--- src/rtl/pipe_hazard_ctrl_pkg.sv ---
// Shared types for the pipeline stall/flush controller.
package pipe_hazard_ctrl_pkg;
  localparam int REG_ADDR_W = 5;
  localparam logic [REG_ADDR_W-1:0] X0 = '0;

  typedef enum logic [1:0] {
    RUN      = 2'd0,
    LU_STALL = 2'd1,
    FREEZE   = 2'd2
  } state_t;

  typedef struct packed {
    logic pc_write;
    logic ifid_write;
    logic ifid_flush;
    logic idex_flush;
    logic exmem_write;
  } ctrl_t;
endpackage

--- src/rtl/pipe_hazard_ctrl_sat_counter.sv ---
// Saturating up-counter with async active-high reset.
module sat_counter #(
  parameter int W = 16
) (
  input  logic         clk,
  input  logic         rst,
  input  logic         en,
  output logic [W-1:0] cnt
);
  always_ff @(posedge clk or posedge rst) begin
    if (rst)                  cnt <= '0;
    else if (en && cnt != '1) cnt <= cnt + 1'b1;
  end
endmodule

--- src/rtl/pipe_hazard_ctrl.sv ---
// Stall/flush sequencer: freeze > branch flush > load-use stall > fetch wait > normal.
module pipe_hazard_ctrl
  import pipe_hazard_ctrl_pkg::*;
#(
  parameter int LU_STALL_CYCLES = 1,
  parameter int CNT_W           = 16
) (
  input  logic                  clk,
  input  logic                  rst,
  input  logic [REG_ADDR_W-1:0] id_rs1,
  input  logic [REG_ADDR_W-1:0] id_rs2,
  input  logic                  idex_memread,
  input  logic [REG_ADDR_W-1:0] idex_rd,
  input  logic                  branch_taken,
  input  logic                  imem_ready,
  input  logic                  dmem_ready,
  output logic                  pc_write,
  output logic                  ifid_write,
  output logic                  ifid_flush,
  output logic                  idex_flush,
  output logic                  exmem_write,
  output logic [CNT_W-1:0]      stall_cnt,
  output logic [CNT_W-1:0]      flush_cnt
);
  localparam logic [1:0] LU_INIT = (LU_STALL_CYCLES > 1) ? 2'(LU_STALL_CYCLES - 2) : 2'd0;

  state_t     state, state_nxt, resume, resume_nxt, eff;
  logic [1:0] lu_cnt, lu_nxt;
  logic       hz, stall_inc, flush_inc;
  ctrl_t      ctrl;

  assign hz = idex_memread && (idex_rd != X0) &&
              ((idex_rd == id_rs1) || (idex_rd == id_rs2));

  // Leaving FREEZE evaluates the cycle as the stored state, so no cycle is lost.
  assign eff = (state == FREEZE) ? resume : state;

  always_comb begin
    ctrl       = '0;
    state_nxt  = eff;
    resume_nxt = resume;
    lu_nxt     = lu_cnt;
    stall_inc  = 1'b0;
    flush_inc  = 1'b0;
    if (!dmem_ready) begin
      state_nxt  = FREEZE;
      resume_nxt = eff;
    end else if (branch_taken) begin
      ctrl      = '{pc_write: 1'b1, ifid_write: 1'b0, ifid_flush: 1'b1,
                    idex_flush: 1'b1, exmem_write: 1'b1};
      state_nxt = RUN;
      lu_nxt    = 2'd0;
      flush_inc = 1'b1;
    end else if ((eff == RUN && hz) || eff == LU_STALL) begin
      ctrl      = '{pc_write: 1'b0, ifid_write: 1'b0, ifid_flush: 1'b0,
                    idex_flush: 1'b1, exmem_write: 1'b1};
      stall_inc = 1'b1;
      if (eff == RUN) begin
        if (LU_STALL_CYCLES > 1) begin
          state_nxt = LU_STALL;
          lu_nxt    = LU_INIT;
        end
      end else if (lu_cnt == 2'd0) begin
        state_nxt = RUN;
      end else begin
        lu_nxt = lu_cnt - 2'd1;
      end
    end else if (!imem_ready) begin
      ctrl      = '{pc_write: 1'b0, ifid_write: 1'b1, ifid_flush: 1'b1,
                    idex_flush: 1'b0, exmem_write: 1'b1};
      stall_inc = 1'b1;
    end else begin
      ctrl = '{pc_write: 1'b1, ifid_write: 1'b1, ifid_flush: 1'b0,
               idex_flush: 1'b0, exmem_write: 1'b1};
    end
  end

  always_ff @(posedge clk or posedge rst) begin
    if (rst) begin
      state  <= RUN;
      resume <= RUN;
      lu_cnt <= 2'd0;
    end else begin
      state  <= state_nxt;
      resume <= resume_nxt;
      lu_cnt <= lu_nxt;
    end
  end

  assign pc_write    = !rst && ctrl.pc_write;
  assign ifid_write  = !rst && ctrl.ifid_write;
  assign ifid_flush  = !rst && ctrl.ifid_flush;
  assign idex_flush  = !rst && ctrl.idex_flush;
  assign exmem_write = !rst && ctrl.exmem_write;

  sat_counter #(.W(CNT_W)) u_stall_cnt (.clk(clk), .rst(rst), .en(stall_inc), .cnt(stall_cnt));
  sat_counter #(.W(CNT_W)) u_flush_cnt (.clk(clk), .rst(rst), .en(flush_inc), .cnt(flush_cnt));
endmodule

--- config.mk ---
export PLATFORM = sky130hd
export DESIGN_NAME = pipe_hazard_ctrl
export DESIGN_NICKNAME = d
export VERILOG_FILES = /design/src/rtl/pipe_hazard_ctrl_pkg.sv /design/src/rtl/pipe_hazard_ctrl_sat_counter.sv /design/src/rtl/pipe_hazard_ctrl.sv
export SDC_FILE = /design/constraint.sdc
export NUM_CORES = 1
export LEC_CHECK = 0
export BUFFER_PORTS_ARGS = -buffer_cell sky130_fd_sc_hd__buf_2
export CAP_MARGIN = 10
export CORE_MARGIN = 3
export CORE_UTILIZATION = 30
export CTS_BUF_LIST = sky130_fd_sc_hd__clkbuf_16
export CTS_CLUSTER_DIAMETER = 50
export DETAILED_ROUTE_END_ITERATION = 12
export HOLD_SLACK_MARGIN = 0.12
export SYNTH_ARGS = -nofsm -noshare
export SYNTH_HDL_FRONTEND = slang
export SYNTH_SLANG_ARGS = --single-unit
export TNS_END_PERCENT = 20
--- constraint.sdc ---
create_clock -name clk -period 1.9 [get_ports clk]
set_input_delay 0.38 -clock clk [delete_from_list [all_inputs] [get_ports clk]]
set_output_delay 0.38 -clock clk [all_outputs]
set_load 0.01 [all_outputs]
; Word-level counts from Yosys, hierarchy flattened
; Index checks and enable logic that the tools add are counted.
[op_classes]
add_sub_neg = 3
n_eq_ne = 8
n_mux = 20
n_reduce_logical = 18
[op_table]
columns = op, n
row1 = "adder 16 x 1 -> 16 bit, second input constant", 2
row2 = "!= test 16 bit, second input constant", 2
row3 = two-way mux 2 bit, 10
row4 = two-way mux 5 bit, 4
row5 = equality test 5 bit, 2
row6 = logical AND 1 bit, 10
row7 = two-way mux 1 bit, 6
row8 = nonzero test 5 bit, 1
row9 = logical NOT 2 bit, 2
row10 = "!= test 2 bit, second input constant", 2
row11 = AND reduction 4 bit, 1
row12 = "equality test 2 x 1 -> 1 bit, second input constant", 1
row13 = "equality test 2 bit, second input constant", 1
row14 = logical OR 1 bit, 2
row15 = nonzero test 2 bit, 1
row16 = "subtractor 2 x 1 -> 2 bit, second input constant", 1
row17 = logical NOT 1 bit, 1
[totals]
regBits = 38
input_bits = 21
output_inout_bits = 37
elab_cells = 54

; Depth between registers and ports, before layout
[depth]
ltp_word = 9
depth_mapped = 8
mapped_depth_nobuf = 7

; Modules after synthesis
; Synthesis repeated with hierarchy kept, for this count alone.
[hier_totals]
hier_cells = 209
hier_area_um2 = 2167.1
[modules_own_cells]
columns = mod, instances, cells_per_inst, area_each_um2, seq_area_each_um2
row1 = sat_counter, 2, 71, 805.8, 400.4
row2 = pipe_hazard_ctrl, 1, 67, 555.5, 150.1

; Least setup slack after synthesis
; Ideal clock, no wire load.
[synth_timing]
path_kind = in2out
start = in rst
end = out ifid_flush
t_arrival_ns = 1.779
required_time_ns = 1.520
setup_slack_ns = -0.259
cell_stages = 5
path_buffers = 0
cell_sequence = inv_1 nand2_1 inv_1 o21ai_0 nor2_1
[synth_between]
elab_chain_len = 2
[synth_rtl]
columns = item, line
row1 = from (decl), pipe_hazard_ctrl.sv:9  ; input logic rst,
row2 = logical NOT 1 bit (no source line), -
row3 = logical AND 1 bit, pipe_hazard_ctrl.sv:92  ; assign ifid_flush = !rst && ctrl.ifid_flush;
row4 = to (decl), pipe_hazard_ctrl.sv:19  ; output logic ifid_flush,
; Every way passes these cells.

; Final worst setup path
[layout_timing]
start = in idex_rd[1]
end = out ifid_flush
[layout_between]
elab_chain_len = 9
word_cells_on_any_way = 12
classes_between = eq/ne: 2 / mux: 3 / reduce/logical: 7
[layout_rtl]
columns = item, line
row1 = from (decl), pipe_hazard_ctrl.sv:13  ; input logic [REG_ADDR_W-1:0] idex_rd,
row2 = equality test 5 bit / nonzero test 5 bit (equally long branches), "pipe_hazard_ctrl.sv:33, pipe_hazard_ctrl.sv:32"
row3 = logical OR 1 bit / logical AND 1 bit (equally long branches), "pipe_hazard_ctrl.sv:33, pipe_hazard_ctrl.sv:32"
row4 = logical AND 1 bit (*), pipe_hazard_ctrl.sv:32  ; assign hz = idex_memread && (idex_rd != X0) &&
row5 = logical AND 1 bit (*), pipe_hazard_ctrl.sv:54  ; end else if ((eff == RUN && hz) || eff == LU_STALL) begin
row6 = logical OR 1 bit (*), pipe_hazard_ctrl.sv:54
row7 = two-way mux 5 bit (*), pipe_hazard_ctrl.sv:54
row8 = two-way mux 5 bit (*), pipe_hazard_ctrl.sv:48  ; end else if (branch_taken) begin
row9 = two-way mux 5 bit (*), pipe_hazard_ctrl.sv:45  ; if (!dmem_ready) begin
row10 = logical AND 1 bit (*), pipe_hazard_ctrl.sv:92
; Mark *: on every way between the ends. The rest lies on a longest branch, timed or not.

==> impl_metrics.tcl <==
set metrics [dict create \
    clockBufferDepth 2 \
    synth_cell_type_count 38 \
    cp-end-kind "output pin" \
    synth_top_area_frac 0.468 \
    fin_nets 317 \
    critPathRequiredTime_ns 1.52 \
    wire_per_inst_um 12.5 \
    violations "negative setup slack" \
    ant_nets 0 \
    worst_pin_slew_ns 0.497 \
    cts_root_buffer "clkbuf_16" \
    status "complete, but fails checks" \
    start_kind "input pin" \
    die_w_um 88.3 \
    die_area_um2 7800 \
    netlist_area_um2 2030 \
    syn_inst 204 \
    cts-buffers-inserted 5 \
    grt_pass1_vias 1804 \
    async_flop_share 1.00 \
    synthToLayoutAreaGrowth_pct 38.6 \
    vdd_drop_max_mv 0.514 \
    row_count 29 \
    postSynthAreaPerCell_um2 9.96 \
    ctsHoldBuffers 0 \
    startpoint "idex_rd[1]" \
    min_path_type "input pin to asynchronous set/reset pin" \
    worstPathArrival_ns 1.95 \
    critPathKind "input pin to output pin" \
    drtPass1Iterations 4 \
    slew_headroom 0.668 \
    diodes 0 \
    p_per_area_nw_per_um2 875 \
    fin_cells 371 \
    htree_levels 2 \
    reg2regPathDepth 7 \
    clock.fmax_mhz 429 \
    drc 0 \
    yosys.cell_count.top_type "dfrtp_1" \
    layout-drive-gt1-share 0.361 \
    ios 58 \
    ys.warnings.count 0 \
    r2r_start "state[1]" \
    place_ws_ns -0.445 \
    tns_ns -1.53 \
    synth_edf_count 0 \
    vias 1752 \
    rsz0062_at_grt "true" \
    fin_skew_ns 0.00347 \
    vias_per_cell 4.72 \
    grtUsageTotal 0.127 \
    timing.final.crit_share 1.23 \
    initial_core_util 0.315 \
    place_inst 362 \
    grt_overflow 0 \
    cap_violations 0 \
    cp_max_fo 2 \
    ys_top_cells_by_area "dfrtp_1, xnor2_1, xor2_1, nand2_1, nand3_1" \
    synth_flop_cell "dfrtp_1" \
    p_leak_nw 1.40 \
    synth.yosys.seq_area_share 0.468 \
    grt_pass1_wl_um 8010 \
    finalPower_mw 2.47 \
    design.core.area_um2 6460 \
    drt_iter0_drc 64 \
    clkLatencyLatePin_ns 0.27 \
    r2r_slack_ns -0.01 \
    place.gp.congestion 0.805 \
    grt_max_degree 39 \
    setup_ws_ns -0.429 \
    hold_viol_final 0 \
    setup_viol 5 \
    fin_crit_ns 2.33 \
    dp_hpwl_um 3490 \
    placed_area_um2 2610 \
    synth-seq-cells 38 \
    cts_tree "done" \
    antenna_found_initial 0 \
    timing.rr.end "u_stall_cnt.cnt[8]" \
    cts.sink_count 38 \
    maxSlewViolCount 0 \
    ys_top_cells_by_count "dfrtp_1, xnor2_1, nand2_1, nand3_1, nor2_1" \
    io_buffer_count 57 \
    endpoint "ifid_flush" \
    syn_nets 228 \
    die_h_um 88.3 \
    clk_pin_slew_ns 0.05 \
    drt_wl_total_um 4650 \
    synth_top_cell_by_area "dfrtp_1" \
    finalInstanceArea_um2 2820 \
]
where the power goes:
group / total, mW / internal, mW / switching [mW] / leakage, nW
Clock: 0.912 / 0.609 / 0.303 / 0.0864
Sequential: 1.00 / 0.912 / 0.0879 / 0.499
Combinational: 0.553 / 0.287 / 0.266 / 0.816
per-layer routing:
metal  vias up  share of wire  GRT usage
met2        42           0.48      0.211
li1        872              -          -
met5         -              0          0
met4         0         0.0090     0.0398
met3         4          0.046     0.0270
met1       834           0.46      0.166
state kept, by name, indices dropped and copies added, names as in the netlist:
signal           cells
state                2
u_stall_cnt.cnt     16
resume               2
u_flush_cnt.cnt     16
lu_cnt               2
final cells by class:
cell class,count,area [µm²]
Fill cell,610,3640
Multi-Input combinational cell,155,1060
Sequential cell,38,951
Timing Repair Buffer,84,507
Clock buffer,5,125
Tap cell,77,96.3
Clock inverter,3,37.5
Inverter,9,37.5
cell usage in the layout (no fill, tap or decap), types with 2 or more instances in the layout:
master     instances
buf_2             54
dfrtp_1           38
and3_1             5
nor3_2             2
nor2_1            12
mux2_1             2
nor3_1             7
o21ai_0            7
a21oi_1            4
nand2_1           23
xor2_1            13
inv_1             10
o31ai_1            2
nand3_1           14
nor2_2             2
nor2b_1            3
and4_1             5
buf_6              3
clkbuf_16          5
nand2b_1           5
mux2_2             2
xnor2_1           25
buf_4             27
ha_1               3
what timing repair did:
item,in CTS,in global routing
gates cloned,0,0
pin swaps,1,2
endpoints found under the setup margin,7,18
setup buffers,0,1
resized for setup,3,5
critical path: stages:
cell     delay (ns)
buf_6          0.09
or4_4          0.53
o21a_1         0.19
a221o_1        0.32
and3b_2        0.23
nor2_2         0.09
buf_2          0.13
metrics by stage:
step	util	hold slack, ns
floorplan	-	0.350
global placement	0.404	0.465
detailed placement	0.404	0.477
CTS	0.431	0.304
global route	0.436	0.331
finish	0.436	0.265
cell families after synthesis:
logic type,count (synthesis),share of synthesized area
fa+ha+maj,3,0.0185
buf+inv,11,0.0240
compound gates,23,0.0757
xor+xnor,38,0.164
simple gates,87,0.228
mux,4,0.0222
flops,38,0.468
worst min path at each step:
stage | endpoint | slack [ns] | cells past startpoint
after floorplan | lu_cnt[0] | 0.35 | 1
after global placement | lu_cnt[1] | 0.47 | 2
after detailed placement | lu_cnt[0] | 0.48 | 1
after CTS | resume[0] | 0.30 | 3
after global routing | lu_cnt[1] | 0.33 | 3
final | u_flush_cnt.cnt[7] | 0.26 | 3
Power figures use the tool's default switching activity.
